### config.mk
export PLATFORM = sky130hd
export DESIGN_NAME = usb_cmd_parser
export DESIGN_NICKNAME = d
export VERILOG_FILES = /design/src/rtl/usb_cmd_pkg.sv /design/src/rtl/cmd_payload_ram.sv /design/src/rtl/usb_cmd_parser.sv
export SDC_FILE = /design/constraint.sdc
export NUM_CORES = 1
export LEC_CHECK = 0
export ABC_CLOCK_PERIOD_IN_PS = 3200
export CAP_MARGIN = 20
export CELL_PAD_IN_SITES_DETAIL_PLACEMENT = 2
export CELL_PAD_IN_SITES_GLOBAL_PLACEMENT = 2
export CORE_MARGIN = 2
export CORE_UTILIZATION = 48
export CTS_CLUSTER_SIZE = 30
export DETAILED_ROUTE_END_ITERATION = 7
export PLACE_DENSITY = 0.87
export SETUP_SLACK_MARGIN = 0.05
export SYNTH_ARGS = -nofsm -noshare
export SYNTH_HDL_FRONTEND = slang
export SYNTH_SLANG_ARGS = --single-unit
### constraint.sdc
create_clock -name clk -period 3.2 [get_ports clk]
set_clock_uncertainty 0.05 [all_clocks]
set_input_delay 0.64 -clock clk [delete_from_list [all_inputs] [get_ports clk]]
set_output_delay 0.64 -clock clk [all_outputs]
set_load 0.03 [all_outputs]
### src/rtl/usb_cmd_pkg.sv
// usb_cmd_pkg
//   Shared constants and types for the USB command framer:
//   - sync header byte values
//   - error code values reported on err_code
//   - parser state enumeration
package usb_cmd_pkg;

  // Two-byte sync header that opens every frame.
  localparam logic [7:0] SYNC0_BYTE = 8'hAA;
  localparam logic [7:0] SYNC1_BYTE = 8'h55;

  // err_code values, qualified by err_pulse.
  localparam logic [1:0] ERR_BUSY    = 2'd0;  // byte dropped while a frame is held
  localparam logic [1:0] ERR_CSUM    = 2'd1;  // checksum mismatch
  localparam logic [1:0] ERR_LEN     = 2'd2;  // length exceeds buffer depth
  localparam logic [1:0] ERR_TIMEOUT = 2'd3;  // inter-byte gap too long

  typedef enum logic [2:0] {
    ST_SYNC0 = 3'd0,
    ST_SYNC1 = 3'd1,
    ST_CMD   = 3'd2,
    ST_LEN   = 3'd3,
    ST_DATA  = 3'd4,
    ST_CSUM  = 3'd5,
    ST_HOLD  = 3'd6
  } parser_state_t;

endpackage

### src/rtl/cmd_payload_ram.sv
// cmd_payload_ram
//   Simple dual-port synchronous RAM holding one frame's payload.
//   One write port driven by the parser, one registered read port.
// Ports:
//   clk    in   clock
//   rst    in   synchronous active-high reset (clears read register only)
//   we     in   write enable
//   waddr  in   write address
//   wdata  in   write data
//   raddr  in   read address
//   rdata  out  read data, one cycle after raddr
module cmd_payload_ram #(
  parameter int DEPTH = 64,
  parameter int AW    = $clog2(DEPTH)
) (
  input  logic          clk,
  input  logic          rst,
  input  logic          we,
  input  logic [AW-1:0] waddr,
  input  logic [7:0]    wdata,
  input  logic [AW-1:0] raddr,
  output logic [7:0]    rdata
);

  logic [7:0] mem [DEPTH];

  // The array itself is never reset so it maps onto block RAM.
  always_ff @(posedge clk) begin
    if (we) begin
      mem[waddr] <= wdata;
    end
  end

  // Output register reset keeps rd_data at zero after reset while
  // remaining compatible with the RAM primitive's output register.
  always_ff @(posedge clk) begin
    if (rst) begin
      rdata <= 8'h00;
    end else begin
      rdata <= mem[raddr];
    end
  end

endmodule

### src/rtl/usb_cmd_parser.sv
// usb_cmd_parser
//   Byte-stream framer: hunts for AA 55, captures CMD, LEN and payload,
//   checks the 8-bit additive checksum and presents validated frames
//   through a valid/ack handshake. Bad, stalled or colliding frames are
//   dropped and reported on err_pulse/err_code.
// Ports:
//   clk                in   clock
//   rst                in   synchronous active-high reset
//   usb_data_in        in   received byte
//   usb_data_valid_in  in   one-cycle strobe per byte
//   cmd_valid          out  validated frame held until cmd_ack
//   cmd_code           out  command byte of held frame
//   cmd_len            out  payload length of held frame
//   cmd_ack            in   downstream done with frame
//   rd_addr            in   payload read address
//   rd_data            out  payload byte, one cycle after rd_addr
//   err_pulse          out  one-cycle error strobe
//   err_code           out  error cause, valid with err_pulse
module usb_cmd_parser
  import usb_cmd_pkg::*;
#(
  parameter int MAX_LEN        = 64,
  parameter int TIMEOUT_CYCLES = 60000,
  parameter int AW             = $clog2(MAX_LEN)
) (
  input  logic          clk,
  input  logic          rst,
  input  logic [7:0]    usb_data_in,
  input  logic          usb_data_valid_in,
  output logic          cmd_valid,
  output logic [7:0]    cmd_code,
  output logic [7:0]    cmd_len,
  input  logic          cmd_ack,
  input  logic [AW-1:0] rd_addr,
  output logic [7:0]    rd_data,
  output logic          err_pulse,
  output logic [1:0]    err_code
);

  localparam int              CW        = $clog2(TIMEOUT_CYCLES + 1);
  localparam logic [CW-1:0]   IDLE_LAST = CW'(TIMEOUT_CYCLES - 1);
  localparam logic [7:0]      MAX_LEN_B = 8'(MAX_LEN);

  parser_state_t state_reg, state_next;
  logic [7:0]    code_reg, code_next;
  logic [7:0]    len_reg, len_next;
  logic [7:0]    sum_reg, sum_next;
  // 8 bits covers any legal length, so the index never wraps.
  logic [7:0]    idx_reg, idx_next;
  logic [CW-1:0] idle_cnt_reg, idle_cnt_next;
  logic          err_pulse_reg, err_pulse_next;
  logic [1:0]    err_code_reg, err_code_next;

  logic          ram_we;
  logic [AW-1:0] ram_waddr;
  logic [7:0]    ram_wdata;
  logic          counting;

  // Idle timer only runs while a frame is partially received.
  assign counting = (state_reg != ST_SYNC0) && (state_reg != ST_HOLD);

  always_ff @(posedge clk) begin
    if (rst) begin
      state_reg     <= ST_SYNC0;
      code_reg      <= 8'h00;
      len_reg       <= 8'h00;
      sum_reg       <= 8'h00;
      idx_reg       <= 8'h00;
      idle_cnt_reg  <= '0;
      err_pulse_reg <= 1'b0;
      err_code_reg  <= 2'd0;
    end else begin
      state_reg     <= state_next;
      code_reg      <= code_next;
      len_reg       <= len_next;
      sum_reg       <= sum_next;
      idx_reg       <= idx_next;
      idle_cnt_reg  <= idle_cnt_next;
      err_pulse_reg <= err_pulse_next;
      err_code_reg  <= err_code_next;
    end
  end

  always_comb begin
    state_next     = state_reg;
    code_next      = code_reg;
    len_next       = len_reg;
    sum_next       = sum_reg;
    idx_next       = idx_reg;
    idle_cnt_next  = '0;
    err_pulse_next = 1'b0;
    err_code_next  = err_code_reg;
    ram_we         = 1'b0;
    ram_waddr      = idx_reg[AW-1:0];
    ram_wdata      = usb_data_in;

    if (usb_data_valid_in) begin
      case (state_reg)
        ST_SYNC0: begin
          if (usb_data_in == SYNC0_BYTE) state_next = ST_SYNC1;
        end
        ST_SYNC1: begin
          // A repeated AA may be the real header start, so stay put.
          if (usb_data_in == SYNC1_BYTE)      state_next = ST_CMD;
          else if (usb_data_in != SYNC0_BYTE) state_next = ST_SYNC0;
        end
        ST_CMD: begin
          code_next  = usb_data_in;
          sum_next   = usb_data_in;
          state_next = ST_LEN;
        end
        ST_LEN: begin
          len_next = usb_data_in;
          sum_next = sum_reg + usb_data_in;
          idx_next = 8'h00;
          if (usb_data_in == 8'h00) begin
            state_next = ST_CSUM;
          end else if (usb_data_in > MAX_LEN_B) begin
            state_next     = ST_SYNC0;
            err_pulse_next = 1'b1;
            err_code_next  = ERR_LEN;
          end else begin
            state_next = ST_DATA;
          end
        end
        ST_DATA: begin
          ram_we   = 1'b1;
          sum_next = sum_reg + usb_data_in;
          idx_next = idx_reg + 8'd1;
          if (idx_reg + 8'd1 == len_reg) state_next = ST_CSUM;
        end
        ST_CSUM: begin
          if (usb_data_in == sum_reg) begin
            state_next = ST_HOLD;
          end else begin
            state_next     = ST_SYNC0;
            err_pulse_next = 1'b1;
            err_code_next  = ERR_CSUM;
          end
        end
        ST_HOLD: begin
          // Buffer is owned by the consumer; drop the byte and say so.
          err_pulse_next = 1'b1;
          err_code_next  = ERR_BUSY;
        end
        default: state_next = ST_SYNC0;
      endcase
    end else if (counting) begin
      if (idle_cnt_reg == IDLE_LAST) begin
        state_next     = ST_SYNC0;
        err_pulse_next = 1'b1;
        err_code_next  = ERR_TIMEOUT;
      end else begin
        idle_cnt_next = idle_cnt_reg + 1'b1;
      end
    end

    // Ack releases the held frame even if a colliding byte arrives.
    if (state_reg == ST_HOLD && cmd_ack) state_next = ST_SYNC0;
  end

  cmd_payload_ram #(
    .DEPTH (MAX_LEN),
    .AW    (AW)
  ) u_payload_ram (
    .clk   (clk),
    .rst   (rst),
    .we    (ram_we),
    .waddr (ram_waddr),
    .wdata (ram_wdata),
    .raddr (rd_addr),
    .rdata (rd_data)
  );

  assign cmd_valid = (state_reg == ST_HOLD);
  assign cmd_code  = code_reg;
  assign cmd_len   = len_reg;
  assign err_pulse = err_pulse_reg;
  assign err_code  = err_code_reg;

endmodule
==> run_results.csv, run 1 <==
group,metric,value,unit
clock_tree,clock-sinks,574,
yosys,ys_types,56,
sta,rsz0062_at_grt,"false",
yosys,synth_mux_area_share,15.9,%
yosys,synth_ff_type,"edfxtp_1",
clock_tree,clk_latency,0.65,ns
clock_tree,numCtsBuffers,59,
sta,fin_crit_sh,93.6,%
floorplanning,initial_core_util,48.8,%
yosys,synth_top_family_by_area,"multiplexers",
yosys,synth.avg_cell_area,18.8,um^2
finish,nNetsFinal,1403,
yosys,synth_edf_count,512,
drt,vias_per_cell,6.77,
sta,finalHoldViolations,0,
global_route,grt_pass1_vias,14650,
yosys,ys_seq_elements,574,
yosys,synth_fa_ha_area_share,0.581,%
yosys,yosysWarnings,0,
floorplanning,die_y,222,um
floorplanning,fp.dieW,222,um
worst_setup_path,crit_buf_inv,2,
worst_setup_path,cp.required,2.51,ns
run,maxCapViolCount,0,
clock_tree,cts_resized,0,
global_route,grt_pass1_wl,121000,um
drt,drtIter0Drc,1840,
floorplanning,core,46800,um^2
pwr,pwr_density_cell,602,nW/um^2
sta,drv_slew,0,
clock_tree,clkTransAtPathRegs,0.07,ns
clock_tree,clk_path_buf_depth,3,
clock_tree,post_cts_buffers,0,
floorplanning,num_rows,79,
global_route,globalRoute.totalOverflow,0,
finish,drive_above_1_share,27.3,%
drt,wire_per_inst,42.3,um
hold_path,hold_class,"in -> reg",
global_route,grtUsageTotal,35.6,%
yosys,synth-xor-area-share,1.04,%
sta,finalSetupViolCount,0,
clock_tree,cts_root_buffer,"clkbuf_16",
worst_setup_path,critical-path-slowest-cell,"clkdlybuf4s50_1",
clock_tree,cts_tree,"done",
place,portBuffers,45,
drt,vias,13752,
run_status,status,"complete, no violations",
global_route,antenna_found_initial,4,
worst_setup_path,critPathKind,"reg -> out",
drt,firstDrtPassIters,5,
clock_tree,hold_buffers,0,
worst_setup_path,max_stage_delay,0.68,ns
floorplanning,dieArea,49300,um^2
clock_tree,htreeDepth,2,
worst_setup_path,critical-path-top-delay-family,"buffers and inverters",
finish,n_antenna_cell,0,
pwr,p_leak,8.52,nW
place,dp_hpwl,51100,um
drt,drtAntennaViolNets,0,
finish,largest_register_ffs,512,
worst_setup_path,path_cells,"nor2b_1 > nand2_1 > inv_1 > clkdlybuf4s50_1",
finish,syn2layout_area_growth,16.3,%
worst_setup_path,crit_arrival,2.31,ns
worst_setup_path,worstSetupStartpointType,"register",
finish,fin_util,56.8,%
yosys,synth_fp_nets,1242,
sta,worst_pin_slew,1.06,ns
yosys,yosys.area_share.simple,5.48,%
sta,relSlewSlack,28.7,%
place,place.gp.congestion,0.776,
sta,layout_min_cycle_time,3.00,ns
worst_setup_path,endpoint_kind,"output pin",
yosys,synthArstFlopShare,0,%
sta,max_freq,334,MHz
yosys,syn_inst,1214,
yosys,ys_seq_area_share,72.8,%
yosys,synth_area,22800,um^2
worst_setup_path,worstPathMaxFanout,12,
pwr,irDropWorstVdd,463,uV
drt,wirelength,85800,um
global_route,grt_max_degree,71,
floorplanning,ioPinCount,46,
yosys,synth_compound_area_share,2.75,%
drt,drc_errors,0,
sta,hold_slack,0.318,ns
==> routing by layer <==
| layer | track usage (%) | up-vias | part of all wire, % |
|---|---|---|---|
| li1 | - | 5227 | - |
| met1 | 47.7 | 7456 | 39 |
| met2 | 58.1 | 888 | 49 |
| met3 | 6.81 | 181 | 8.5 |
| met4 | 14.0 | 0 | 4.0 |
| met5 | 0 | - | 0 |
==> power by group <==
part / internal [W] / total, W / switching [W]
Clock: 0.00384 / 0.00705 / 0.00321
Sequential: 0.00815 / 0.00817 / 0.0000162
Combinational: 0.000291 / 0.000771 / 0.000480
Total: 0.0123 / 0.0160 / 0.00370
==> cell type report <==
type / instances / area, um^2
Multi-Input combinational cell: 566 / 5890
Clock buffer: 81 / 1650
Fill cell: 3914 / 20200
Tap cell: 607 / 759
Sequential cell: 574 / 16600
Timing Repair Buffer: 160 / 1370
Inverter: 14 / 52.6
Clock inverter: 28 / 219
==> per-stage QoR <==
| stage | setup WS, ns | instances | power [W] | TNS, ns | cell area (um^2) |
|---|---|---|---|---|---|
| after floorplan | 0.748 | 1214 | 0.00870 | 0 | 22800 |
| after global placement | 0.153 | 1921 | 0.00902 | 0 | 24700 |
| after detailed placement | -0.0253 | 1921 | 0.00908 | -0.0253 | 24700 |
| after CTS | 0.0652 | 2030 | 0.0161 | 0 | 26500 |
| after global routing | 0.114 | 2030 | 0.0163 | 0 | 26600 |
| final | 0.205 | 2030 | 0.0160 | 0 | 26600 |
==> worst reg2reg max path, delay by kind of cell, from the launching register on <==
| family | cells | cell delay [ns] |
|---|---|---|
| AND/OR/NAND/NOR | 5 | 1.66 |
| buffers and inverters | 1 | 0.27 |
| flip-flops | 1 | 0.68 |
==> placed cells by master (no fill, tap or decap), types with 15 or more instances in the layout <==
cell,n
o21ai_0,19
clkdlybuf4s50_1,33
dfxtp_1,61
clkbuf_1,15
nor2_1,112
clkbuf_16,61
a22oi_1,16
mux4_2,160
buf_4,108
nand2_1,66
edfxtp_1,512
nor3_1,16
a21oi_1,35
==> cell usage after synthesis (2+ instances only) <==
cell / count / area (um^2)
clkbuf_1: 32 / 120
nand4_1: 6 / 37.5
or3_1: 3 / 18.8
buf_1: 10 / 37.5
or3b_2: 2 / 17.5
mux2i_1: 3 / 30.0
mux4_2: 160 / 3600
a211o_1: 2 / 17.5
edfxtp_1: 512 / 15400
and2_1: 3 / 18.8
xor2_1: 14 / 123
nor4_1: 2 / 12.5
xnor2_1: 13 / 114
nor3b_1: 5 / 37.5
nor2b_1: 7 / 43.8
a211oi_1: 6 / 45.0
nand4b_1: 2 / 17.5
a21oi_1: 35 / 175
a22oi_1: 16 / 120
a31oi_1: 3 / 18.8
dfxtp_1: 62 / 1240
or2_2: 2 / 12.5
nor4bb_1: 2 / 20.0
inv_1: 13 / 48.8
nand3_1: 15 / 75.1
nand3b_1: 4 / 30.0
and4_1: 5 / 43.8
nand2_1: 66 / 248
a311oi_1: 2 / 17.5
buf_2: 9 / 45.0
a21o_1: 2 / 15.0
nor3_1: 16 / 80.1
nor2_1: 112 / 420
a31o_2: 4 / 35.0
o21ai_0: 19 / 95.1
ha_1: 9 / 113
buf_4: 8 / 60.1
o211ai_1: 2 / 15.0
a21boi_0: 3 / 22.5
and3b_1: 2 / 17.5
and3_1: 6 / 37.5
==> worst paths after layout <==
path	start	to	depth (start not counted)	slack [ns]
min reg2reg	cmd_code[2]	cmd_code[2]	2	0.42
min	usb_data_in[2]	cmd_code[2]	3	0.32
max reg2reg	state_reg[2]	u_payload_ram.mem[40][2]	6	0.24
max	state_reg[1]	cmd_valid	4	0.20
==> kinds of logic after synthesis <==
group           Yosys count
xor+xnor                 27
mux                     163
buf+inv                  74
fa+ha+maj                10
compound gates          100
simple gates            266
flops                   574
(Power assumes the default switching activity.)
==> run 2, diff against run 1 <==
--- a/config.mk
+++ b/config.mk
@@ -5,15 +5,16 @@
 export SDC_FILE = /design/constraint.sdc
 export NUM_CORES = 1
 export LEC_CHECK = 0
-export ABC_CLOCK_PERIOD_IN_PS = 3200
+export ABC_CLOCK_PERIOD_IN_PS = 2400
 export CAP_MARGIN = 20
 export CELL_PAD_IN_SITES_DETAIL_PLACEMENT = 2
 export CELL_PAD_IN_SITES_GLOBAL_PLACEMENT = 2
 export CORE_MARGIN = 2
-export CORE_UTILIZATION = 48
+export CORE_UTILIZATION = 44
 export CTS_CLUSTER_SIZE = 30
 export DETAILED_ROUTE_END_ITERATION = 7
-export PLACE_DENSITY = 0.87
+export PLACE_DENSITY = 0.84
+export RECOVER_POWER = 25
 export SETUP_SLACK_MARGIN = 0.05
 export SYNTH_ARGS = -nofsm -noshare
 export SYNTH_HDL_FRONTEND = slang
==> constraint.sdc (replaced) <==
create_clock -name clk -period 2.4 [get_ports clk]
set_clock_uncertainty 0.05 [all_clocks]
set_input_delay 0.48 -clock clk [delete_from_list [all_inputs] [get_ports clk]]
set_output_delay 0.48 -clock clk [all_outputs]
set_load 0.03 [all_outputs]
==> run 2 against run 1 <==
Compared with the run above:
- the flow now finishes with violations (capacitance limit, slew limit)
- worst hold slack got worse by 0.16 ns
- sequential share of layout area fell by 2.3 points
- setup slack got worse by 0.17 ns
- non-clock buffer count grew 90
- sequential cell count unchanged
- routed wire length shrank 5.0%
- global-route usage is 4.6 points lower
- utilization shrank 3.0 points
- via count is 0.57% higher
- register-to-register slack got worse by 0.09 ns
- critical path type is now in -> reg
- largest power group unchanged
- highest routed layer is now met5
==> run_results.csv, run 2 (synthesized netlist as in run 1, its figures left out) <==
group,metric,value,unit
place,place_area,25600,um^2
clock_tree,cts_tree,"done",
place,portBuffers,45,
floorplanning,ioPinCount,46,
drt,vias,13830,
sta,rsz0062_at_grt,"true",
global_route,grtUsageTotal,31.1,%
clock_tree,clk_path_buf_depth,3,
sta,max_freq,422,MHz
run_status,violations,"capacitance limit, slew limit",
worst_setup_path,r2r_start,"idx_reg[2]",
pwr,swShare,22.5,%
drt,vias_per_cell,6.29,
finish,largest_register_ffs,512,
clock_tree,clkTransAtPathRegs,0.07,ns
sta,drv_slew,119,
global_route,grt_max_degree,69,
drt,drtAntennaViolNets,0,
global_route,globalRoute.totalOverflow,0,
floorplanning,initial_core_util,44.5,%
finish,final_area,27600,um^2
global_route,antenna_found_initial,3,
sta,layout_min_cycle_time,2.37,ns
pwr,p_clk_share,44.6,%
clock_tree,clk_latency,0.64,ns
drt,wire_per_inst,37.1,um
worst_setup_path,endpoint_kind,"register",
drt,drtIter0Drc,1566,
hold_path,hold_class,"in -> reg",
run,maxCapViolCount,3,
pwr,p_seq_share,50.2,%
sta,finalHoldViolations,0,
pwr,p_leak,9.08,nW
place,place.gp.congestion,0.871,
worst_setup_path,crit_top_cell,"clkbuf_1",
worst_setup_path,r2r-end,"u_payload_ram.mem[7][5]",
floorplanning,num_rows,83,
worst_setup_path,max_stage_delay,1.11,ns
clock_tree,post_cts_buffers,0,
pwr,pwr_density_cell,787,nW/um^2
clock_tree,numCtsBuffers,60,
worst_setup_path,worstSetupStartpointType,"primary input",
pwr,p_sw,0.00488,W
pwr,combPwrFrac,5.2,%
worst_setup_path,path_cells,"clkbuf_1 > clkbuf_1 > buf_4 > clkbuf_1",
sta,finalSetupViolCount,0,
finish,nNetsFinal,1494,
worst_setup_path,crit_arrival,2.53,ns
finish,layout_common_cells,"edfxtp_1 (512), buf_4 (163), mux4_2 (160)",
worst_setup_path,r2r_slack,0.15,ns
global_route,grt_pass1_vias,14813,
run_status,status,"finished, violations left",
worst_setup_path,crit_start,"usb_data_in[1]",
finish,final_common_cell,"edfxtp_1",
worst_setup_path,worstPathMaxFanout,23,
global_route,grt_pass1_wl,116000,um
hold_path,hold_depth,2,
floorplanning,core,51300,um^2
sta,relSlewSlack,-15.9,%
clock_tree,cts_root_buffer,"clkbuf_16",
drt,wirelength,81500,um
floorplanning,die_y,232,um
finish,syn2layout_area_growth,20.9,%
finish,drive_above_1_share,30.7,%
floorplanning,fp.dieW,232,um
sta,worst_pin_slew,1.74,ns
hold_path,min_to,"idx_reg[6]",
pwr,irDropWorstVdd,526,uV
drt,drc_errors,0,
drt,firstDrtPassIters,5,
pwr,p_total,0.0217,W
floorplanning,dieArea,53700,um^2
worst_setup_path,critical-path-slowest-cell,"clkbuf_1",
pwr,intPower,0.0168,W
clock_tree,clock-sinks,574,
place,dp_hpwl,51700,um
clock_tree,htreeDepth,2,
hold_path,min-delay-start,"rst",
worst_setup_path,reg2reg_depth,4,
worst_setup_path,critPathKind,"in -> reg",
sta,fin_crit_sh,98.7,%
worst_setup_path,cp.required,2.56,ns
## run 2: changes by cell type in the layout (fill, tap and decap cells not counted), sizes merged
| cell | change |
|---|---|
| buf | +68 |
| diode | +1 |
| clkdlybuf4s18 | +1 |
| clkdlybuf4s50 | -6 |
| clkinv | +6 |
| dlygate4sd2 | +2 |
| inv | +2 |
| clkbuf | +18 |
| bufinv | +4 |
| dlymetal6s2s | +3 |
| clkinvlp | -4 |
## run 2: layer usage
| layer | vias to the layer above | track usage [%] | routed length (um) |
|---|---|---|---|
| met5 | - | 0 | 9 |
| met4 | 2 | 8.21 | 2400 |
| met3 | 148 | 4.96 | 5630 |
| met2 | 746 | 54.3 | 41800 |
| met1 | 7517 | 40.6 | 31600 |
| li1 | 5417 | - | - |
## run 2: repair_timing
| action | 4_1_cts | 5_1_grt |
|---|---|---|
| pin swaps | 0 | 1 |
| endpoints found under the setup margin | 5 | 54 |
| cloned | 0 | 0 |
| resized for setup | 8 | 18 |
| hold buffers | 0 | 0 |
## run 2: cell type report
| class | instances | area, um^2 |
|---|---|---|
| fill | 4487 | 23700 |
| sequential | 574 | 16600 |
| multi-input combinational | 566 | 5910 |
| timing repair buffer | 250 | 2190 |
| clock buffer | 77 | 1620 |
| tap | 680 | 851 |
| clock inverter | 36 | 344 |
| inverter | 14 | 52.6 |
| antenna | 1 | 2.50 |
## run 2: worst max path at each step
stage | end | slack (ns) | depth (start not counted)
after floorplan | u_payload_ram.rdata[1] | 0.11 | 6
after global placement | u_payload_ram.rdata[2] | -0.50 | 7
after detailed placement | u_payload_ram.rdata[2] | -0.68 | 7
after CTS | rd_data[2] | 0.05 | 1
after global routing | sum_reg[7] | 0.01 | 8
final | u_payload_ram.mem[12][1] | 0.03 | 4
## run 2: stage by stage
stage	hold slack, ns	std cells	util (%)	setup WS [ns]	setup TNS (ns)
6_report	0.159	2198	53.8	0.0305	0
5_1_grt	0.130	2197	53.8	0.0133	0
4_1_cts	0.117	2197	53.8	0.0548	0
3_5_place_dp	0.391	2084	50.0	-0.682	-54.72
3_3_place_gp	0.377	2084	50.0	-0.502	-13.47
2_1_floorplan	0.368	1214	-	0.108	0
## run 2: power by group through the flow
stage / logic, W / registers, W / clock network (W)
6_report: 0.00113 / 0.0109 / 0.00968
5_1_grt: 0.00117 / 0.0109 / 0.0101
4_1_cts: 0.00115 / 0.0109 / 0.00978
3_5_place_dp: 0.00111 / 0.0111 / 0
3_3_place_gp: 0.00102 / 0.0111 / 0
2_1_floorplan: 0.000469 / 0.0111 / 0
## run 2: critical path, delay by kind of cell
| kind | cells | cell delay (ns) |
|---|---|---|
| buffers and inverters | 4 | 2.01 |
==> run 3, diff against run 2 <==
--- a/config.mk
+++ b/config.mk
@@ -9,7 +9,7 @@
 export CAP_MARGIN = 20
 export CELL_PAD_IN_SITES_DETAIL_PLACEMENT = 2
 export CELL_PAD_IN_SITES_GLOBAL_PLACEMENT = 2
-export CORE_MARGIN = 2
+export CORE_MARGIN = 8
 export CORE_UTILIZATION = 44
 export CTS_CLUSTER_SIZE = 30
 export DETAILED_ROUTE_END_ITERATION = 7
==> run 3 against run 2 <==
Compared with the run above:
- cell area is 0.50% lower
- die area increased by 11%
- clock power grew 2.2%
- the flow finishes with violations (capacitance limit, slew limit, setup timing)
- critical endpoint is now u_payload_ram.mem[41][4]
- critical path type unchanged
- largest power group unchanged
==> run_results.csv, run 3 (synthesized netlist as in run 1, its figures left out) <==
group,metric,value,unit
worst_setup_path,endpoint_kind,"register",
worst_setup_path,critical-path-top-delay-family,"buffers and inverters",
pwr,pwr_density_cell,797,nW/um^2
global_route,grt_max_degree,66,
floorplanning,num_rows,83,
worst_setup_path,crit_arrival,2.75,ns
drt,firstDrtPassIters,6,
global_route,grt_pass1_vias,14711,
sta,drv_slew,87,
worst_setup_path,cp.required,2.71,ns
sta,worst_pin_slew,1.55,ns
clock_tree,numCtsBuffers,61,
drt,drc_errors,0,
finish,drive_above_1_share,29.9,%
place,place.gp.congestion,0.802,
clock_tree,cts_root_buffer,"clkbuf_16",
worst_setup_path,worstSetupStartpointType,"primary input",
floorplanning,fp.dieW,244,um
drt,drtIter0Drc,1705,
clock_tree,clkTransAtPathRegs,0.06,ns
sta,fin_crit_sh,102,%
worst_setup_path,crit_buf_inv,4,
place,dp_slack,-0.565,ns
sta,rsz0062_at_grt,"true",
pwr,p_leak,8.97,nW
sta,hold_slack,0.264,ns
sta,setup_ws,-0.0453,ns
finish,layout_common_cells,"edfxtp_1 (512), mux4_2 (160), buf_4 (142)",
run_status,violations,"capacitance limit, slew limit, setup timing",
global_route,grtUsageTotal,27.8,%
hold_path,hold_class,"in -> reg",
sta,layout_min_cycle_time,2.45,ns
sta,relSlewSlack,-3.65,%
sta,finalSetupViolCount,47,
floorplanning,dieArea,59400,um^2
place,dp_hpwl,49400,um
place,portBuffers,45,
clock_tree,htreeDepth,2,
finish,nNetsFinal,1471,
worst_setup_path,path_cells,"clkbuf_1 > buf_4 > clkbuf_1 > buf_4",
finish,syn2layout_area_growth,20.3,%
worst_setup_path,max_stage_delay,0.94,ns
sta,setup_tns,-1.25,ns
run_status,status,"finished, violations left",
clock_tree,hold_buffers,0,
clock_tree,clock-sinks,574,
drt,vias_per_cell,6.38,
worst_setup_path,critical-path-slowest-cell,"clkbuf_1",
floorplanning,ioPinCount,46,
worst_setup_path,worstPathMaxFanout,47,
place,place_area,25500,um^2
floorplanning,initial_core_util,44.5,%
global_route,grt_pass1_wl,118000,um
clock_tree,clk_path_buf_depth,3,
finish,largest_register_ffs,512,
clock_tree,cts_tree,"done",
clock_tree,clk_latency,0.65,ns
finish,n_antenna_cell,0,
floorplanning,core,51300,um^2
sta,max_freq,409,MHz
finish,final_area,27400,um^2
floorplanning,die_y,244,um
global_route,antenna_found_initial,7,
drt,wire_per_inst,38.4,um
run,maxCapViolCount,2,
drt,vias,13877,
finish,final_common_cell,"edfxtp_1",
sta,finalHoldViolations,0,
worst_setup_path,critPathKind,"in -> reg",
drt,wirelength,83500,um
pwr,irDropWorstVdd,617,uV
global_route,globalRoute.totalOverflow,0,
drt,drtAntennaViolNets,0,
finish,fin_util,53.5,%
==> run 3: cell count changes in the layout (fill, tap and decap cells not counted), moves of 3 or more <==
| cell | previous run | this run |
|---|---|---|
| dfxtp_2 | 3 | 6 |
| clkbuf_2 | 2 | 5 |
| dfxtp_1 | 59 | 56 |
| clkbuf_1 | 32 | 44 |
| buf_6 | 5 | 1 |
| clkinv_2 | 11 | 5 |
| clkinv_1 | 15 | 5 |
| clkbuf_8 | 4 | 7 |
| buf_4 | 163 | 142 |
==> run 3: report_power, final <==
part,switching (W),internal [W]
clock network,0.00436,0.00552
logic,0.000660,0.000437
registers,0.0000137,0.0109
==> run 3: what timing repair did <==
item | CTS | global route
resized for setup | 13 | 11
endpoints found under the setup margin | 209 | 197
buffers inserted | 0 | 1
pin swaps | 0 | 1
==> run 3: final cells by class <==
cell class / instances / area (um^2)
clock buffers: 97 / 1740
multi-input cells: 566 / 5910
clock inverters: 19 / 248
flip-flops and latches: 574 / 16600
inverters: 14 / 52.6
repair buffers: 226 / 2020
well taps: 680 / 851
fillers: 4496 / 23900
==> run 3: stage by stage <==
stage	std cells	power, W
after floorplan	1214	0.0116
after detailed placement	2059	0.0122
after global routing	2176	0.0223
after global placement	2058	0.0121
after CTS	2175	0.0220
final	2176	0.0219
==> run 3: final timing paths <==
path | slack (ns) | cells past startpoint | end | startpoint
worst max-delay path | -0.05 | 4 | u_payload_ram.mem[41][4] | usb_data_in[4]
worst min-delay path | 0.26 | 4 | cmd_code[1] | usb_data_in[1]
worst max register to register | 0.07 | 4 | u_payload_ram.rdata[5] | u_payload_ram.mem[49][5]
worst min register to register | 0.42 | 2 | cmd_code[5] | cmd_code[5]
==> run 3: worst register-to-register path, delay by kind of cell, from the launching register on <==
family          cells  cell delay [ns]
compound gates      1             0.39
flops               1             0.45
mux                 2             1.12
simple gates        1             0.19
==> run 3: layer usage <==
metal	track usage, %	vias up	wire, um	share of wire (%)
li1	-	5373	-	-
met1	36.1	7537	32400	39
met2	46.1	783	41000	49
met3	5.43	178	6580	7.9
met4	10.3	6	3430	4.1
met5	0	-	37	0.044
